**config.mk**
```make
export PLATFORM = sky130hd
export DESIGN_NAME = fetch_unit
export DESIGN_NICKNAME = d
export VERILOG_FILES = /design/src/rtl/fetch_unit_pkg.sv /design/src/rtl/fetch_unit.sv
export SDC_FILE = /design/constraint.sdc
export NUM_CORES = 1
export LEC_CHECK = 0
export ABC_AREA = 0
export BUFFER_PORTS_ARGS = -buffer_cell sky130_fd_sc_hd__buf_2
export CAP_MARGIN = 10
export CORE_UTILIZATION = 44
export DETAILED_ROUTE_END_ITERATION = 10
export PLACE_DENSITY = 0.87
export SLEW_MARGIN = 20
export SYNTH_ARGS = -nofsm -noshare
export SYNTH_HDL_FRONTEND = slang
export SYNTH_SLANG_ARGS = --single-unit
```
**constraint.sdc**
```tcl
create_clock -name clk -period 1.9 [get_ports clk]
set_input_delay 0.19 -clock clk [delete_from_list [all_inputs] [get_ports clk]]
set_output_delay 0.19 -clock clk [all_outputs]
set_load 0.01 [all_outputs]
```
**src/rtl/fetch_unit_pkg.sv**
```systemverilog
// Shared types and constants for the instruction fetch stage.
package fetch_unit_pkg;

  localparam int XLEN = 32;
  localparam logic [31:0] RESET_PC_DEFAULT = 32'h0000_0000;

  typedef enum logic [1:0] {
    FETCH_IDLE,
    FETCH_REQ,
    FETCH_WAIT,
    FETCH_DROP
  } fetch_state_t;

endpackage

```
**src/rtl/fetch_unit.sv**
```systemverilog
// Instruction fetch: owns the PC, issues word-aligned memory requests and
// presents returned words to the decoder through a one-entry output register.
//
// state      | meaning
// FETCH_IDLE | first cycle after reset, no request
// FETCH_REQ  | request at pc offered while the output register can take a word
// FETCH_WAIT | one request in flight, its word will be loaded
// FETCH_DROP | one request in flight that a redirect has orphaned
module fetch_unit #(
  parameter int              XLEN     = fetch_unit_pkg::XLEN,
  parameter logic [XLEN-1:0] RESET_PC = fetch_unit_pkg::RESET_PC_DEFAULT
) (
  input  logic            clk,
  input  logic            rst_n,
  output logic            imem_req_valid,
  input  logic            imem_req_ready,
  output logic [XLEN-1:0] imem_req_addr,
  input  logic            imem_resp_valid,
  input  logic [31:0]     imem_resp_data,
  output logic            inst_valid,
  input  logic            inst_ready,
  output logic [31:0]     inst,
  output logic [XLEN-1:0] inst_pc,
  input  logic            redirect_valid,
  input  logic [XLEN-1:0] redirect_pc
);
  import fetch_unit_pkg::*;

  fetch_state_t    state_q, state_d;
  logic [XLEN-1:0] pc_q, pc_d;
  logic            inst_valid_q, inst_valid_d;
  logic [31:0]     inst_q, inst_d;
  logic [XLEN-1:0] inst_pc_q, inst_pc_d;
  logic            req_fire;
  logic [XLEN-1:0] redirect_pc_aligned;

  assign redirect_pc_aligned = redirect_pc & ~XLEN'(3);

  always_ff @(posedge clk or negedge rst_n) begin
    if (!rst_n) begin
      state_q      <= FETCH_IDLE;
      pc_q         <= RESET_PC;
      inst_valid_q <= 1'b0;
      inst_q       <= 32'h0;
      inst_pc_q    <= '0;
    end else begin
      state_q      <= state_d;
      pc_q         <= pc_d;
      inst_valid_q <= inst_valid_d;
      inst_q       <= inst_d;
      inst_pc_q    <= inst_pc_d;
    end
  end

  always_comb begin
    state_d        = state_q;
    pc_d           = pc_q;
    inst_valid_d   = inst_valid_q;
    inst_d         = inst_q;
    inst_pc_d      = inst_pc_q;
    imem_req_valid = 1'b0;

    // Only request when the output register is guaranteed empty by the time
    // the word returns, so a response never has to be stalled.
    if (state_q == FETCH_REQ) begin
      imem_req_valid = !inst_valid_q || inst_ready;
    end
    req_fire = imem_req_valid && imem_req_ready;

    if (inst_valid_q && inst_ready) begin
      inst_valid_d = 1'b0;
    end

    unique case (state_q)
      FETCH_IDLE: state_d = FETCH_REQ;
      FETCH_REQ: begin
        if (req_fire) state_d = FETCH_WAIT;
      end
      FETCH_WAIT: begin
        if (imem_resp_valid) begin
          inst_valid_d = 1'b1;
          inst_d       = imem_resp_data;
          inst_pc_d    = pc_q;
          pc_d         = pc_q + XLEN'(4);
          state_d      = FETCH_REQ;
        end
      end
      FETCH_DROP: begin
        if (imem_resp_valid) state_d = FETCH_REQ;
      end
      default: state_d = FETCH_IDLE;
    endcase

    // Redirect overrides everything above: flush, reload pc, and make sure the
    // word of any request already accepted is thrown away.
    if (redirect_valid) begin
      inst_valid_d = 1'b0;
      inst_d       = inst_q;
      inst_pc_d    = inst_pc_q;
      pc_d         = redirect_pc_aligned;
      unique case (state_q)
        FETCH_IDLE: state_d = FETCH_REQ;
        FETCH_REQ:  state_d = req_fire ? FETCH_DROP : FETCH_REQ;
        FETCH_WAIT,
        FETCH_DROP: state_d = imem_resp_valid ? FETCH_REQ : FETCH_DROP;
        default:    state_d = FETCH_IDLE;
      endcase
    end
  end

  assign imem_req_addr = pc_q;
  assign inst_valid    = inst_valid_q;
  assign inst          = inst_q;
  assign inst_pc       = inst_pc_q;

endmodule
```
# Yosys cells after proc, flatten, opt, wreduce, memory -nomap -nowiden

Index checks and enable logic that the tools add are counted.

Bits in registers: 99
Bits in latches: 0
Bits in writable memories: 0
Bits in read-only memories: 0
Input port bits: 70
Output and inout bits: 98
Logic and storage cells: 38
Memories: 0

$add $sub $neg: 1
$mul: 0
Divide/modulo/power cells: 0
Order comparisons: 0
Eq/ne operators: 5
Shift-type cells: 0
Multiplexer cells: 15
Bitwise gates (word level): 1
Reductions and logical operators: 11

Operators by type and width:

| kind                    | count |
|---|---|
| $mux W32                | 3 |
| $add A32 B3 Y32 const B | 1 |
| $pmux W2 S3             | 2 |
| $mux W2                 | 5 |
| $mux W1                 | 5 |
| $eq A2 B2 Y1 const B    | 2 |
| $reduce_and A2 Y1       | 2 |
| $reduce_bool A2 Y1      | 2 |
| $ne A3 B1 Y1 const B    | 1 |
| $ne A3 B3 Y1 const B    | 1 |
| $reduce_and A3 Y1       | 1 |
| $eq A2 B1 Y1 const B    | 1 |
| $logic_and A1 B1 Y1     | 2 |
| $logic_not A2 Y1        | 1 |
| $reduce_or A2 Y1        | 1 |
| $logic_not A1 Y1        | 1 |
| $logic_or A1 B1 Y1      | 1 |
| $not A1 Y1              | 1 |

# Longest topological paths before layout

Depth in word-level cells: 7
Depth in mapped cells: 7
Depth with buffers taken out: 5

# Worst setup path after synthesis

No wires, ideal clock.

Path type: register to register
From: register pc_q[5], in the netlist imem_req_addr[5]
To: register pc_q[27], in the netlist imem_req_addr[27]
Setup time: 0.082 ns
Data arrival time: 2.039 ns
Required time: 1.818 ns
Path slack: -0.221 ns
Cell stages (with the launch flop): 7
Path buffers: 2
Period minus slack after synthesis: 2.121 ns
Path through: dfrtp_1 > nand4_4 > or4_4 > buf_6 > buf_6 > or4_1 > a31oi_1

Cells in the longest elaborated chain, start to end: 4

RTL lines:

| item                     | line             | RTL |
|---|---|---|
| start: declaration       | fetch_unit.sv:30 | `logic [XLEN-1:0] pc_q, pc_d;` |
| start signal: assignment | fetch_unit.sv:48 | `pc_q <= pc_d;` |
| $add A32 B3 Y32          | fetch_unit.sv:84 | `pc_d = pc_q + XLEN'(4);` |
| $mux W32                 | fetch_unit.sv:80 | `if (imem_resp_valid) begin` |
| $mux W32                 | fetch_unit.sv:74 | `unique case (state_q)` |
| $mux W32                 | fetch_unit.sv:96 | `if (redirect_valid) begin` |

Every way passes these cells. The select of a mux whose other input is x is not followed.
A chain may end at the register's enable or synchronous reset.

# Worst setup path in the final report

From: register pc_q[8], in the netlist imem_req_addr[8]
To: register pc_q[17], in the netlist imem_req_addr[17]

Same word-level chain as after synthesis.

==> results.json <==
{
  "drc": 0,
  "ir_worst_vdd_v": 0.000551,
  "cp-start-kind": "register",
  "switching_share": 0.299,
  "ant_nets": 0,
  "hold_viol": 0,
  "dieArea_um2": 10100,
  "setup_viol": 0,
  "r2r_slack_ps": 50,
  "cp_data_arrival_time_ps": 2120,
  "leakagePower_nw": 2.77,
  "drtIter0Drc": 162,
  "layout_commonest_cell": "buf_2",
  "outcome": "finished clean",
  "synth_seq_cells": 95,
  "combPwrFrac": 0.289,
  "regToRegStartpoint": "imem_req_addr[8]",
  "timing.rr.end": "imem_req_addr[17]",
  "clock-sinks": 95,
  "synth_cell_types": 41,
  "required_ps": 2170,
  "period_needed_ps": 1850,
  "drv_cap": 0,
  "slew_violations": 0,
  "synth_cells": 362,
  "rsz0062_at_grt": "false",
  "final_nets": 623,
  "hpwlAfterDp_um": 7980,
  "fillers": 772,
  "cts_root_buf": "clkbuf_8",
  "min_path_type": "in -> reg",
  "design_area_um2": 5740,
  "power_density_nw_per_um2": 1090,
  "diodes": 0,
  "grt_pass1_wl_um": 17100,
  "place_congestion": 0.835,
  "avgRoutedWirePerCell_um": 15.7,
  "setup.worst_path.start": "imem_req_addr[8]",
  "firstDrtPassIters": 5,
  "cts_tree": "done",
  "placementRows": 35,
  "cts.path.max_buffers": 2,
  "vias_per_cell": 5.36,
  "clock_latency_ps": 360,
  "antenna_found_initial": 0,
  "ys_seq_area_frac": 0.556,
  "crit_type": "reg -> reg",
  "pin_count": 168,
  "grt-ovfl-total": 0,
  "endpoint_kind": "register",
  "critPathMaxFanout": 7,
  "period_share": 0.971,
  "numCtsBuffers": 9,
  "max_clock_freq_ghz": 0.542,
  "grt_max_degree": 44,
  "drive_above_1_share": 0.529,
  "syn_area_um2": 4280,
  "area_delta_synth_final_pct": 34.2,
  "rr_worst_depth": 4,
  "initial_core_util": 0.458,
  "grt_pass1_vias": 3645,
  "clkSlewWorstSetupHoldPaths_ps": 90,
  "wl_um": 10800,
  "dr_total_vias": 3675,
  "yosysTopAreaCell": "dfrtp_1",
  "crit_end": "imem_req_addr[17]",
  "seqPwrFrac": 0.462,
  "synth_top_area_share": 0.556,
  "syn_avg_cell_area_um2": 11.8,
  "p_clk_frac": 0.249,
  "fin_worst_skew_ps": 10.3,
  "grt_util_all_layers": 0.218,
  "htreeDepth": 3,
  "synth.area.top_cells": "dfrtp_1 (56%), mux2_2 (16%), nand2_1 (2.3%)",
  "yosys_warnings": 0,
  "p_total_mw": 6.28,
  "core_area_um2": 9330,
  "switching_power_mw": 1.88,
  "fp.dieW_um": 101,
  "p_int_mw": 4.40,
  "placedInstanceArea_um2": 5420,
  "final_cell_mix": "buf_2 (160), dfrtp_1 (87), mux2_2 (62)",
  "portBuffers": 161,
  "die_h_um": 101
}
-- what timing repair did --
| item | in CTS | in global routing |
|---|---|---|
| pin swaps | 3 | 1 |
| setup buffers | 0 | 4 |
| endpoints found under the hold margin | 31 | 0 |
| gates resized for setup | 1 | 6 |
| endpoints found under the setup margin | 3 | 11 |
| hold buffers | 1 | 0 |
| gates cloned | 1 | 1 |
-- layout make-up --
class | instances | area, µm² | share of cell area
Tap cell | 129 | 161 | 0.0281
Sequential cell | 95 | 2390 | 0.416
Multi-Input combinational cell | 242 | 1810 | 0.316
Clock buffer | 10 | 128 | 0.0223
Timing Repair Buffer | 199 | 1120 | 0.195
Inverter | 5 | 18.8 | 0.00327
Clock inverter | 5 | 106 | 0.0185
-- power groups by stage --
stage / clock [mW] / sequential (mW) / combinational [mW]
6_report: 1.56 / 2.90 / 1.82
5_1_grt: 1.69 / 2.97 / 1.98
4_1_cts: 1.60 / 2.91 / 1.83
3_5_place_dp: 0 / 2.94 / 1.82
3_3_place_gp: 0 / 2.89 / 1.76
2_1_floorplan: 0 / 3.22 / 0.622
-- layer usage --
metal / global-route usage / routed length [µm] / vias to the layer above
li1: - / - / 1696
met1: 0.263 / 4310 / 1779
met2: 0.378 / 5520 / 170
met3: 0.0416 / 660 / 30
met4: 0.0981 / 296 / 0
met5: 0 / 0 / -
-- per-stage QoR --
| stage | setup TNS, ps | cells | utilization | setup WS (ps) | hold slack, ps |
|---|---|---|---|---|---|
| floorplan | -296 | 365 | - | -88.0 | -106 |
| global placement | 0 | 663 | 0.581 | 33.2 | 158 |
| detailed placement | -12.8 | 663 | 0.581 | -9.83 | 166 |
| CTS | -3.51 | 680 | 0.609 | -3.51 | 26.4 |
| global route | 0 | 685 | 0.615 | 1.89 | 40.9 |
| finish | 0 | 685 | 0.615 | 54.8 | 38.0 |
-- kinds of logic after synthesis --
group | after synthesis | synth area share
AO/OA/AOI/OAI | 49 | 0.0726
XOR/XNOR | 11 | 0.0225
adder cells (fa/ha/maj) | 1 | 0.00293
buffers and inverters | 30 | 0.0334
flip-flops | 95 | 0.556
multiplexers | 63 | 0.166
other | 1 | 0.000877
AND/OR/NAND/NOR | 112 | 0.146
-- worst min path at each step --
| stage | slack, ps | from | end | depth (start not counted) |
|---|---|---|---|---|
| after global routing | 40 | imem_resp_data[1] | inst[1] | 2 |
| after global placement | 160 | rst_n | inst_pc[9] | 1 |
| after floorplan | -110 | rst_n | imem_req_addr[10] | 0 |
| after CTS | 30 | redirect_pc[12] | imem_req_addr[12] | 3 |
| final | 40 | redirect_pc[12] | imem_req_addr[12] | 3 |
| after detailed placement | 170 | rst_n | inst_pc[8] | 1 |
-- registers in the layout, indices dropped and copies added, names as in the netlist --
register	count
imem_req_addr	30
inst	32
inst_valid	1
state_q	2
inst_pc	30
-- Yosys cell counts --
master	number
nor2_1	21
mux2i_1	1
and3b_1	1
and3_1	6
a22oi_1	1
and4_1	4
nand3b_1	1
a22o_1	1
or4b_2	1
nand4_1	9
nor4_1	3
a21oi_1	1
nand3_2	1
mux2_2	62
conb_1	1
or4_4	1
ha_1	1
nand4_4	1
o31ai_1	12
nor2b_1	4
a31oi_1	14
nor3b_1	1
and2_1	1
buf_4	4
o311ai_0	1
nand3_1	14
dfrtp_1	95
or4_1	12
or3_1	2
nor3_1	2
xor2_1	4
o21ai_0	17
nand2_1	26
a21o_1	1
xnor2_1	7
inv_1	5
clkbuf_1	18
a311o_1	1
buf_1	1
and4b_1	1
buf_6	2
-- critical path, stage by stage (launching register included) --
cell and delay [ps]:
dfrtp_2 400, nand4_4 150, or4_4 560, or4_1 480
a31oi_1 180
No activity file was read; power rests on OpenSTA's default activity.
